**config.mk**
```make
export PLATFORM = sky130hd
export DESIGN_NAME = cmp_serial_nb
export DESIGN_NICKNAME = d
export VERILOG_FILES = /design/src/rtl/cmp_serial_nb.sv
export SDC_FILE = /design/constraint.sdc
export NUM_CORES = 1
export LEC_CHECK = 0
export CAP_MARGIN = 40
export CORE_ASPECT_RATIO = 0.6
export CORE_UTILIZATION = 48
export DETAILED_ROUTE_END_ITERATION = 12
export PLACE_DENSITY = 0.77
export RECOVER_POWER = 100
export SKIP_CTS_REPAIR_TIMING = 1
export SLEW_MARGIN = 25
export SYNTH_ARGS = -nofsm -noshare
export SYNTH_HDL_FRONTEND = slang
export SYNTH_SLANG_ARGS = --single-unit
```
**constraint.sdc**
```tcl
create_clock -name clk -period 1.77 [get_ports clk]
set_input_delay 0.354 -clock clk [delete_from_list [all_inputs] [get_ports clk]]
set_output_delay 0.354 -clock clk [all_outputs]
set_load 0.005 [all_outputs]
```
**src/rtl/cmp_serial_nb.sv**
```systemverilog
// cmp_serial_nb
//   Multi-cycle unsigned magnitude comparator for WIDTH-bit operands.
//   Compares one 2-bit digit pair per clock, starting with the most
//   significant pair. It stops on the first unequal pair.
//   The result is one-hot: eq (x==y), lt (x<y) or gt (x>y).
//   A start/busy/done handshake controls each comparison.
//
// Parameters
//   WIDTH  operand width in bits; must be even and >= 2 (N = WIDTH/2 digits)
//
// Ports
//   clk    in   1      rising-edge clock
//   rst_n  in   1      asynchronous, active-low reset
//   start  in   1      request a compare; only sampled while idle
//   x      in   WIDTH  operand x, unsigned; captured when start is accepted
//   y      in   WIDTH  operand y, unsigned; captured when start is accepted
//   busy   out  1      high while digits are being compared
//   done   out  1      one-cycle pulse marking a valid result
//   eq     out  1      registered x==y result
//   lt     out  1      registered x<y result
//   gt     out  1      registered x>y result

module cmp_serial_nb #(
  parameter int WIDTH = 8
) (
  input  logic             clk,
  input  logic             rst_n,
  input  logic             start,
  input  logic [WIDTH-1:0] x,
  input  logic [WIDTH-1:0] y,
  output logic             busy,
  output logic             done,
  output logic             eq,
  output logic             lt,
  output logic             gt
);

  localparam int N  = WIDTH / 2;
  localparam int CW = (N > 1) ? $clog2(N) : 1;

  localparam logic [1:0] IDLE = 2'd0;
  localparam logic [1:0] RUN  = 2'd1;
  localparam logic [1:0] DONE = 2'd2;

  logic [1:0]       state;
  logic [WIDTH-1:0] xs;
  logic [WIDTH-1:0] ys;
  logic [CW-1:0]    cnt;
  logic [1:0]       x_dig;
  logic [1:0]       y_dig;

  // The digit under comparison is always the top pair of each shift register.
  assign x_dig = xs[WIDTH-1 -: 2];
  assign y_dig = ys[WIDTH-1 -: 2];

  assign busy = (state == RUN);
  assign done = (state == DONE);

  always_ff @(posedge clk or negedge rst_n) begin
    if (!rst_n) begin
      state <= IDLE;
      xs    <= '0;
      ys    <= '0;
      cnt   <= '0;
      eq    <= 1'b0;
      lt    <= 1'b0;
      gt    <= 1'b0;
    end else begin
      case (state)
        IDLE: begin
          if (start) begin
            xs    <= x;
            ys    <= y;
            cnt   <= CW'(N - 1);
            eq    <= 1'b0;
            lt    <= 1'b0;
            gt    <= 1'b0;
            state <= RUN;
          end
        end
        RUN: begin
          // The first unequal digit pair decides the result. Lower digits
          // cannot change it, so the compare finishes here.
          if (x_dig != y_dig) begin
            if (x_dig > y_dig) begin
              gt <= 1'b1;
            end else begin
              lt <= 1'b1;
            end
            state <= DONE;
          end else if (cnt == '0) begin
            eq    <= 1'b1;
            state <= DONE;
          end else begin
            xs    <= xs << 2;
            ys    <= ys << 2;
            cnt   <= cnt - CW'(1);
          end
        end
        DONE: begin
          state <= IDLE;
        end
        default: begin
          state <= IDLE;
        end
      endcase
    end
  end

endmodule

```
==> impl_metrics.py, run 1 <==
metrics = {
    "floorplan": {
        "io_pins": 24,
        "rows": 12,
        "dieArea_sq_um": 2450,
        "die_height_um": 38.7,
        "start_util": 0.545,
        "fp.dieW_um": 63.2,
        "fp.coreArea_sq_um": 1980,
    },
    "hold_path": {
        "hp-class": "reg2reg",
        "hold_path_end": "gt",
        "hold-path-cell-count": 2,
        "hp-start": "gt",
    },
    "power": {
        "ir_drop_mv": 1.01,
        "p_leak_nw": 0.654,
        "cellPowerDensity_nw_per_um2": 1660,
    },
    "timing": {
        "max_clock_freq_mhz": 586,
        "period_share": 0.964,
        "max-slew-margin-rel": 0.625,
        "tightest_slew_ns": 0.563,
        "slew_viol_final": 0,
        "hold_viol": 0,
        "rsz0062_at_grt": "false",
        "whs_ns": 0.486,
        "fin_ws_ns": 0.0632,
        "final.setup_skew_ns": 0.00270,
        "post-route-min-period_ns": 1.71,
        "finalSetupViolCount": 0,
    },
    "global_routing": {
        "grt_pass1_vias": 800,
        "grt_use_met1": 0.251,
        "grt_max_degree": 24,
        "grt_pass1_wl_um": 3530,
        "grt.total_usage": 0.196,
        "antenna_found_initial": 0,
        "busiest_layer": "met2",
        "grt_use_met2": 0.344,
        "grtUsageMet3": 0.0559,
        "grt_overflow_total": 0,
    },
    "placed_design": {
        "gp_congestion": 0.748,
        "post-place-ws_ns": 0.0198,
        "io_buffers": 23,
        "dpl_cell_area_sq_um": 1340,
        "post-dp-hpwl_um": 1430,
    },
    "clocking": {
        "cts.path.max_buffers": 2,
        "path_clk_slew_ns": 0.08,
        "h-tree-depth": 1,
        "clock_sink_count": 23,
        "cts-root-buf": "clkbuf_8",
        "cts-buffers-inserted": 3,
        "cts_tree": "done",
        "clk-insertion-delay-late_ns": 0.26,
    },
    "critical_path": {
        "cp.required_ns": 1.42,
        "worstSetupEndpointType": "primary output",
        "r2r_setup_slack_ns": 0.10,
        "path_class": "reg2out",
        "reg2regPathDepth": 4,
        "cp.arrival_ns": 1.35,
        "r2r-end": "ys[5]",
        "r2r_start": "xs[7]",
        "path_max_fanout": 7,
        "cp-start-kind": "register",
    },
    "yosys": {
        "syn_nets": 122,
        "synthCells": 100,
        "avgSynthCellArea_sq_um": 10.8,
        "synth_area_sq_um": 1080,
        "synth_flop_cell": "dfrtp_1",
        "synth-edff-count": 0,
        "ys_ff_latch": 23,
        "synthArstFlopShare": 1.00,
        "synth_top_area_frac": 0.533,
        "ys_types": 27,
        "yosysTopAreaCell": "dfrtp_1",
        "seq_area_frac_synth": 0.533,
        "yosysWarningCount": 0,
        "synth_area_leaders": "dfrtp_1 53%, o32ai_1 9.7%, a21oi_1 6.0%, inv_1 5.2%, a22o_1 4.1%",
    },
    "cells_and_area": {
        "syn2layout_area_growth_pct": 30.1,
        "fillCellCount": 153,
        "most-common-layout-cells": "22 x dfrtp_1, 17 x clkdlybuf4s50_1, 15 x inv_1",
        "n_antenna_cell": 0,
        "final_area_sq_um": 1410,
        "layout_commonest_cell": "dfrtp_1",
        "final_util": 0.709,
        "fin_nets": 151,
        "drive_above_1_share": 0.133,
    },
    "route": {
        "ant_nets": 0,
        "vias": 825,
        "first_pass_iters": 4,
        "wl_um": 2110,
        "drc": 0,
        "routed_via_density": 5.29,
        "drtIter0Drc": 44,
        "wl_per_cell_um": 13.6,
    },
    "run_status": {
        "status": "completed",
    },
    "flow_run": {
        "drv_cap": 0,
    },
}
state kept, by name (all words and copies together), names as in the netlist:
signal	flops
state	2
cnt	2
xs	8
gt	1
ys	8
lt	1
eq	1
how the worst max path moves through the flow:
stage	startpoint	endpoint	slack (ns)	cells past startpoint
after global routing	state[0]	done	0.01	2
after global placement	start	eq	0.05	4
after floorplan	xs[7]	ys[5]	0.28	5
final	state[0]	done	0.06	2
after detailed placement	start	xs[6]	0.02	5
after CTS	state[1]	busy	-0.09	3
metal layers:
layer / wire length, um / part of all wire / vias to the layer above
met3: 84 / 0.040 / 2
met1: 1060 / 0.50 / 388
met2: 954 / 0.45 / 19
met5: 0 / 0 / -
li1: - / - / 416
met4: 11 / 0.0052 / 0
critical path: stages (launching register included):
cell,delay [ns]
dfrtp_2,0.47
nor2b_1,0.12
clkdlybuf4s50_1,0.50
area by class of cell:
| class | instances | area (sq um) | area share |
|---|---|---|---|
| tap | 28 | 35.0 | 0.0249 |
| timing repair buffer | 30 | 275 | 0.196 |
| clock inverter | 1 | 5.00 | 0.00356 |
| sequential | 23 | 577 | 0.411 |
| clock buffer | 3 | 41.3 | 0.0294 |
| inverter | 17 | 66.3 | 0.0472 |
| multi-input combinational | 54 | 405 | 0.289 |
metrics by stage:
stage | power (mW) | cells | TNS (ns)
global route | 2.53 | 156 | 0
finish | 2.34 | 156 | 0
detailed placement | 2.01 | 150 | 0
CTS | 2.35 | 154 | -0.0878
floorplan | 1.69 | 100 | 0
global placement | 1.98 | 150 | 0
logic make-up (layout without fill, tap and decap cells):
kind of cell / count (synthesis) / in the layout / synth area share
buffers and inverters: 23 / 51 / 0.0985
adders and majority gates: 3 / 3 / 0.0348
and+or+nand+nor: 15 / 15 / 0.0811
DFF: 23 / 23 / 0.533
AOI/OAI and AO/OA: 36 / 36 / 0.253
power breakdown:
part / switching, mW / leakage, nW / total, mW / internal, mW
sequential: 0.148 / 0.266 / 0.915 / 0.767
clock: 0.165 / 0.0255 / 0.322 / 0.157
combinational: 0.620 / 0.363 / 1.10 / 0.482
synthesized netlist by cell type (all sizes together) (2+ instances only):
master and instances:
dfrtp 23, inv 17, a21oi 14, o32ai 12, a22o 5, buf 5, nor2 4, ha 3
nand2 3, a311oi 2
No activity file was read; power rests on OpenSTA's default activity.
==> run 2: changes to the inputs <==
- SLEW_MARGIN: 25 -> default
==> results of run 2 <==
No change in the layout: final DEF, timing and power equal those of run 1.
==> run 3: changes to the inputs <==
- CORE_ASPECT_RATIO: 0.6 -> 0.8
- TNS_END_PERCENT: default -> 20
==> run 3 against run 2 <==
  * Register-to-register slack improved by 0.06 ns
  * Die area decreased by 0.22%
  * Cell count fell by 1.9%
  * Non-clock buffer count rose by 1
  * Sequential share of layout area increased by 0.20 points
  * Total power decreased by 0.84%
  * Utilization down 1.0 points
  * Routed wire length is 5.0% higher
  * Global-route usage increased by 1.1 points
  * Critical path depth is 1 lower
  * Clock-buffer cell count rose by 1
  * Clock power is 26% lower
==> impl_metrics.py, run 3 (same netlist as run 1, synthesis figures left out) <==
metrics = {
    "cells_and_area": {
        "n_antenna_cell": 0,
        "top_regs": "xs x8, ys x8",
        "multi_input_area_sq_um": 394,
        "fin_cells": 153,
        "seq_area_sq_um": 576,
        "final_util": 0.699,
        "drive_above_1_share": 0.116,
        "fin_nets": 152,
        "most-common-layout-cells": "23 x dfrtp_1, 16 x inv_1, 16 x clkdlybuf4s50_1",
        "fillCellCount": 153,
        "syn2layout_area_growth_pct": 29.2,
        "layout_commonest_cell": "dfrtp_1",
    },
    "critical_path": {
        "cp.arrival_ns": 1.29,
        "cpMaxStageDelayCell": "dlygate4sd3_1",
        "worstSetupEndpointType": "primary output",
        "cp_slowest_stage_delay_ns": 0.58,
        "path_max_fanout": 2,
        "cp-start-kind": "register",
        "worstPathCellList": "dlygate4sd3_1",
        "cp.required_ns": 1.42,
        "crit_family": "buffers and inverters",
        "path_class": "reg2out",
        "path_buf_inv": 1,
    },
    "flow_run": {
        "drv_cap": 0,
    },
    "clocking": {
        "cts-buffers-inserted": 3,
        "cts-root-buf": "clkbuf_4",
        "cts_tree": "done",
        "h-tree-depth": 1,
        "path_clk_slew_ns": 0.12,
        "clk-insertion-delay-late_ns": 0.31,
        "cts.path.max_buffers": 2,
        "clock_sink_count": 23,
    },
    "global_routing": {
        "grt_pass1_vias": 819,
        "grt.total_usage": 0.207,
        "grt_pass1_wl_um": 3510,
        "antenna_found_initial": 0,
        "grt_overflow_total": 0,
        "grt_max_degree": 24,
    },
    "timing": {
        "slew_viol_final": 0,
        "finalSetupViolCount": 0,
        "post-route-min-period_ns": 1.64,
        "max-slew-margin-rel": 0.788,
        "hold_viol": 0,
        "final.setup_skew_ns": 0.00972,
        "tightest_slew_ns": 0.318,
        "period_share": 0.927,
        "max_clock_freq_mhz": 609,
        "rsz0062_at_grt": "false",
    },
    "route": {
        "wl_um": 2220,
        "vias": 894,
        "ant_nets": 0,
        "drc": 0,
        "first_pass_iters": 4,
        "wl_per_cell_um": 14.5,
        "drtIter0Drc": 15,
        "routed_via_density": 5.84,
    },
    "floorplan": {
        "rows": 14,
        "fp.coreArea_sq_um": 2000,
        "io_pins": 24,
        "fp.dieW_um": 55.0,
        "die_height_um": 44.4,
        "start_util": 0.541,
        "dieArea_sq_um": 2440,
    },
    "placed_design": {
        "post-dp-hpwl_um": 1580,
        "dp.cells": 148,
        "io_buffers": 23,
        "gp_congestion": 0.724,
    },
    "run_status": {
        "status": "completed",
    },
    "hold_path": {
        "hp-class": "in2async",
    },
    "power": {
        "ir_drop_mv": 1.18,
        "cellPowerDensity_nw_per_um2": 1660,
        "p_leak_nw": 0.689,
    },
}
==> run 3: cell types whose count changed in the layout (fill, tap and decap cells not counted), sizes merged <==
cell,delta
buf,+3
clkinv,-2
dlymetal6s2s,+2
clkbuf,-1
clkdlybuf4s25,-1
clkdlybuf4s50,-1
inv,+1
==> run 3: where the power goes <==
part           internal (mW)  leakage [nW]  switching [mW]  total, mW
combinational          0.547         0.407           0.623       1.17
sequential             0.763         0.267           0.150      0.913
clock                 0.0881        0.0150           0.149      0.237
==> run 3: final cells by class <==
| type | instances | area share |
|---|---|---|
| clock buffer | 4 | 0.0188 |
| inverter | 17 | 0.0457 |
| multi-input combinational | 54 | 0.283 |
| tap | 24 | 0.0215 |
| timing repair buffer | 31 | 0.219 |
| sequential | 23 | 0.413 |
==> run 3: metrics by stage <==
step	hold WS, ns	total power, mW	TNS (ns)	cell area (sq um)	setup slack (ns)
floorplan	0.0584	1.69	0	1080	0.281
global placement	0.477	2.07	0	1370	0.0493
detailed placement	0.483	2.12	0	1370	0.0225
CTS	0.376	2.37	-0.199	1390	-0.182
global route	0.483	2.53	0	1400	0.0334
finish	0.445	2.32	0	1400	0.129
==> run 3: worst paths after layout <==
path / from / to / slack, ns / cells past startpoint
worst max-delay path: gt / gt / 0.13 / 1
worst min-delay path: rst_n / cnt[0] / 0.44 / 2
worst max register to register: xs[7] / xs[3] / 0.16 / 5
worst min register to register: eq / eq / 0.52 / 1
max in group asynchronous: rst_n / state[0] / 1.09 / 2
min in group clk: eq / eq / 0.52 / 1
==> run 3: per-layer routing <==
metal  vias to the layer above  global-route usage  wire [um]
li1                        420                   -          -
met1                       441               0.250        922
met2                        29               0.352       1170
met3                         4              0.0756        116
met4                         0              0.0450         14
met5                         -                   0          0
